<file path="src/rtl/qutrit_op_sequencer.sv">
// Command sequencer feeding the qutrit core: FIFO-buffered SU(3) op bursts with settle gaps and a resonance-loss fault.
// Optional: define QSEQ_H_DECAY_EN to halve h_input on each held cycle of a burst (annealed perturbation).
module qutrit_op_sequencer #(
   parameter int unsigned DEPTH         = 8,
   parameter int unsigned SETTLE_CYCLES = 4,
   parameter int unsigned LOSS_LIMIT    = 16
) (
   input  logic                     clk,
   input  logic                     reset,
   input  logic                     cmd_valid,
   output logic                     cmd_ready,
   input  logic [3:0]               cmd_op,
   input  logic [31:0]              cmd_h,
   input  logic [7:0]               cmd_repeat,
   input  logic                     resonance_active,
   input  logic                     fault_clear,
   output logic [3:0]               q_op,
   output logic [31:0]              h_input,
   output logic                     busy,
   output logic                     fault,
   output logic [$clog2(DEPTH):0]   fifo_count,
   output logic [15:0]              ops_issued
);

   localparam int unsigned AW = $clog2(DEPTH);
   localparam int unsigned CW = AW + 1;
   localparam int unsigned SW = $clog2(SETTLE_CYCLES + 2);
   localparam int unsigned LW = $clog2(LOSS_LIMIT + 1);

   typedef struct packed {
      logic [3:0]  op;
      logic [31:0] h;
      logic [7:0]  rpt;
   } cmd_t;

   typedef enum logic [1:0] {S_IDLE, S_ISSUE, S_SETTLE, S_FAULT} state_t;

   state_t        state_q, state_d;
   cmd_t          mem [DEPTH];
   cmd_t          head;
   logic [AW-1:0] wr_ptr, rd_ptr;
   logic [CW-1:0] count_q;
   logic [7:0]    cnt_q, cnt_d;
   logic [SW-1:0] settle_q, settle_d;
   logic [LW-1:0] loss_q, loss_d;
   logic [3:0]    q_op_d;
   logic [31:0]   h_d;
   logic [15:0]   ops_d;
   logic          push, pop, flush, full, empty;

   assign full       = (count_q == CW'(DEPTH));
   assign empty      = (count_q == '0);
   assign cmd_ready  = !full && (state_q != S_FAULT);
   assign push       = cmd_valid && cmd_ready;
   assign head       = mem[rd_ptr];
   assign busy       = (state_q != S_IDLE) || !empty;
   assign fault      = (state_q == S_FAULT);
   assign fifo_count = count_q;

   // Command storage; a fault flush only rewinds the pointers
   always_ff @(posedge clk) begin
      if (push) mem[wr_ptr] <= {cmd_op, cmd_h, cmd_repeat};
   end

   always_ff @(posedge clk) begin
      if (reset || flush) begin
         wr_ptr  <= '0;
         rd_ptr  <= '0;
         count_q <= '0;
      end else begin
         if (push) wr_ptr <= wr_ptr + AW'(1);
         if (pop)  rd_ptr <= rd_ptr + AW'(1);
         case ({push, pop})
            2'b10:   count_q <= count_q + CW'(1);
            2'b01:   count_q <= count_q - CW'(1);
            default: count_q <= count_q;
         endcase
      end
   end

   always_ff @(posedge clk) begin
      if (reset) begin
         state_q    <= S_IDLE;
         q_op       <= '0;
         h_input    <= '0;
         cnt_q      <= '0;
         settle_q   <= '0;
         loss_q     <= '0;
         ops_issued <= '0;
      end else begin
         state_q    <= state_d;
         q_op       <= q_op_d;
         h_input    <= h_d;
         cnt_q      <= cnt_d;
         settle_q   <= settle_d;
         loss_q     <= loss_d;
         ops_issued <= ops_d;
      end
   end

   always_comb begin
      state_d  = state_q;
      q_op_d   = q_op;
      h_d      = h_input;
      cnt_d    = cnt_q;
      settle_d = settle_q;
      loss_d   = loss_q;
      ops_d    = ops_issued;
      pop      = 1'b0;
      flush    = 1'b0;

      case (state_q)
         S_IDLE: begin
            loss_d = '0;
            if (!empty) begin
               pop     = 1'b1;
               q_op_d  = head.op;
               h_d     = head.h;
               cnt_d   = head.rpt;
               state_d = S_ISSUE;
            end else begin
               q_op_d = '0;
               h_d    = '0;
            end
         end
         S_ISSUE: begin
            ops_d = ops_issued + 16'd1;
            if (cnt_q != 8'd0) begin
               cnt_d = cnt_q - 8'd1;
`ifdef QSEQ_H_DECAY_EN
               h_d   = h_input >> 1;
`else
               h_d   = h_input;
`endif
            end else begin
               q_op_d = '0;
               h_d    = '0;
               if (SETTLE_CYCLES == 0) begin
                  state_d = S_IDLE;
               end else begin
                  state_d  = S_SETTLE;
                  settle_d = SW'(SETTLE_CYCLES - 1);
               end
            end
         end
         S_SETTLE: begin
            q_op_d = '0;
            h_d    = '0;
            if (settle_q == '0) state_d = S_IDLE;
            else                settle_d = settle_q - SW'(1);
         end
         S_FAULT: begin
            q_op_d = '0;
            h_d    = '0;
            loss_d = '0;
            if (fault_clear) state_d = S_IDLE;
         end
         default: state_d = S_IDLE;
      endcase

      // Resonance monitor overrides any burst-end decision made above
      if (state_q == S_ISSUE || state_q == S_SETTLE) begin
         if (resonance_active) begin
            loss_d = '0;
         end else if (loss_q == LW'(LOSS_LIMIT - 1)) begin
            state_d = S_FAULT;
            q_op_d  = '0;
            h_d     = '0;
            loss_d  = '0;
            flush   = 1'b1;
         end else begin
            loss_d = loss_q + LW'(1);
         end
      end
   end

endmodule

</file>
<file path="config.mk">
export PLATFORM = sky130hd
export DESIGN_NAME = qutrit_op_sequencer
export DESIGN_NICKNAME = d
export VERILOG_FILES = /design/src/rtl/qutrit_op_sequencer.sv
export SDC_FILE = /design/constraint.sdc
export NUM_CORES = 1
export LEC_CHECK = 0
export CAP_MARGIN = 25
export CORE_UTILIZATION = 30
export CTS_CLUSTER_DIAMETER = 120
export DETAILED_ROUTE_END_ITERATION = 10
export SYNTH_ARGS = -nofsm -noshare
export SYNTH_HDL_FRONTEND = slang
export SYNTH_SLANG_ARGS = --single-unit
export TNS_END_PERCENT = 1
</file>
<file path="constraint.sdc">
create_clock -name clk -period 6.4 [get_ports clk]
set_clock_uncertainty 0.2 [all_clocks]
set_input_delay 1.92 -clock clk [delete_from_list [all_inputs] [get_ports clk]]
set_output_delay 1.92 -clock clk [all_outputs]
set_load 0.01 [all_outputs]
</file>
==> qor.csv <==
metric,value,unit
arrival,2.31,ns
firstDrtPassIters,5,
wirelength,35.1,mm
yosysMostFrequentCell,edfxtp_1,
ys.flop_type,edfxtp_1,
cp-end-kind,output port,
setup_viol,0,
cp-endpoint,busy,
ys.warnings.count,0,
grt_pass1_vias,8969,
tns,0,ns
slowest_delay,0.72,ns
final_cell_area,20400,sq um
wl_per_cell,19.3,um
worst-path-buf-inv,1,
syn-num-nets,958,
grt_setup_unrepaired,no,
core,56300,sq um
synth_cell_types,65,
drc,0,
cp_top_family,simple AND/OR/NAND/NOR gates,
via_count,8609,
antenna_found_initial,2,
cp-startpoint,fifo_count[0],
hold_violations,0,
cts_tree,built,
synthTopCellsByArea,"edfxtp_1 (62%), mux4_2 (10%), dfxtp_1 (9.7%)",
r2r-end,cnt_q[3],
port-buffer-count,107,
start_util,30.3,%
fp.dieH,240,um
hold_ws,0.265,ns
tightest_slew,1.01,ns
hold_path.class,reg -> reg,
synthArstFlopShare,0,%
grt_use_total,12.5,%
yosys.area.top_type,edfxtp_1,
cts_setup_buffers,0,
ant_nets,0,
synth_edf_count,352,
netlist_top_cells_count,"edfxtp_1 (352), dfxtp_1 (83), mux4_2 (77)",
cts_buffer_depth,3,
yosysSeqAreaShare,71.7,%
syn_inst,894,
synth_seq_cells,435,
clkTransAtPathRegs,0.06,ns
maxSlewHeadroom,32.7,%
clock-root-buffer,clkbuf_16,
drt_iter0_markers,677,
clock_sinks,435,
reg2regPathDepth,5,
post-route-period-util,69.3,%
yosysTopAreaCellShare,62.0,%
overflow,0,
period_minus_slack,4.43,ns
crit_cells,3,
timing.critical_path.from_type,flip-flop,
dr_wl_met2,17.5,mm
final_nets,1089,
drt-met1-wl,14.9,mm
grt_pass1_wl,54.3,mm
fmax,0.226,GHz
rrSetupSlack,3.27,ns
worstSetupPathType,reg -> out,
grt_max_degree,58,
cp.required,4.28,ns
ir_worst_vdd,0.215,mV
slew_violations,0,
clock_latency,0.59,ns
power.density,386,nW/um^2
cts_max_level,2,
drive_gt1_share,20.3,%
cellLeakagePower,6.31,nW
crit_slowest_cell,nor4_1,
rows,87,
hpwlAfterDp,21.5,mm
crit_fanout,8,
gp_congestion,0.781,
viasPerCell,4.74,
syn2layout_area_growth,19.6,%
routed-wl-met3,1.85,mm
synth_area_per_cell,19.1,sq um
cap_violations,0,
io_pins,108,
top_layer_used,met5,
postLayoutCoreUtil,36.2,%
outcome,"finished, final reports clean",
path_cells,"nor4_1, nand2_1, clkdlybuf4s50_1",
die_x,240,um
ctsHoldBuffers,0,
cts_resized,0,
place_area,19000,sq um
die-area,57800,sq um
synth_area,17100,sq um
cts_buffers,44,
## kinds of logic after synthesis
logic type	count (synthesis)	share of synthesized area, %
flops	435	71.7
mux	136	14.7
simple gates	127	3.96
compound gates	98	5.25
buf+inv	65	2.27
xor+xnor	18	0.925
fa+ha+maj	15	1.10
## per-stage QoR
stage / std cells / worst slack (ns) / total power (W)
global route: 1814 / 1.75 / 0.00825
detailed placement: 1735 / 1.64 / 0.00547
global placement: 1735 / 1.73 / 0.00544
finish: 1815 / 1.97 / 0.00787
floorplan: 894 / 0.175 / 0.00485
CTS: 1814 / 1.91 / 0.00799
## flip-flops by register name (all words and copies together) (netlist names), named ones only
signal	cells
cnt_q	8
fifo_count	4
h_input	32
loss_q	5
mem	352
ops_issued	16
q_op	4
rd_ptr	3
settle_q	3
state_q	2
wr_ptr	3
## cells in the final DEF (no fill, tap or decap), types with 9 or more instances in the layout
| master | synthesis | routed |
|---|---|---|
| edfxtp_1 | 352 | 352 |
| clkdlybuf4s50_1 | 0 | 107 |
| dfxtp_1 | 83 | 80 |
| mux4_2 | 77 | 77 |
| clkbuf_16 | 0 | 44 |
| mux2i_1 | 40 | 40 |
| nor2_1 | 37 | 31 |
| a21oi_1 | 25 | 25 |
| o2bb2ai_2 | 23 | 23 |
| buf_4 | 3 | 21 |
| inv_1 | 20 | 20 |
| nand2_1 | 19 | 19 |
| ha_1 | 15 | 15 |
| o2bb2ai_1 | 13 | 13 |
| nand4_1 | 11 | 11 |
| mux4_1 | 11 | 11 |
| xnor2_1 | 11 | 11 |
| clkbuf_1 | 8 | 11 |
| nor3_1 | 12 | 10 |
| clkinv_1 | 2 | 9 |
## per-layer routing
layer	vias up	track usage, %
li1	3888	-
met1	4414	16.0
met2	240	20.9
met3	65	2.77
met4	2	4.01
met5	-	0
## area by class of cell
type | count | area [sq um]
Sequential cell | 435 | 12200
Clock buffer | 57 | 1170
Multi-Input combinational cell | 394 | 4490
Fill cell | 5247 | 35900
Timing Repair Buffer | 128 | 1230
Antenna cell | 1 | 2.50
Inverter | 22 | 82.6
Tap cell | 756 | 946
Clock inverter | 22 | 233
## how the worst min path moves through the flow
| stage | start | slack [ns] | to | cells after the start |
|---|---|---|---|---|
| after detailed placement | h_input[12] | 0.25 | h_input[12] | 1 |
| after global placement | h_input[14] | 0.24 | h_input[14] | 1 |
| final | h_input[3] | 0.27 | h_input[3] | 1 |
| after floorplan | loss_q[0] | 0.25 | loss_q[0] | 1 |
| after global routing | h_input[2] | 0.27 | h_input[2] | 1 |
| after CTS | h_input[2] | 0.26 | h_input[2] | 1 |
## power breakdown
| part | internal (W) | switching (W) | total, W |
|---|---|---|---|
| logic | 0.000877 | 0.000927 | 0.00180 |
| clock network | 0.00142 | 0.00107 | 0.00249 |
| registers | 0.00332 | 0.000265 | 0.00358 |
No activity file was read; power rests on OpenSTA's default activity.
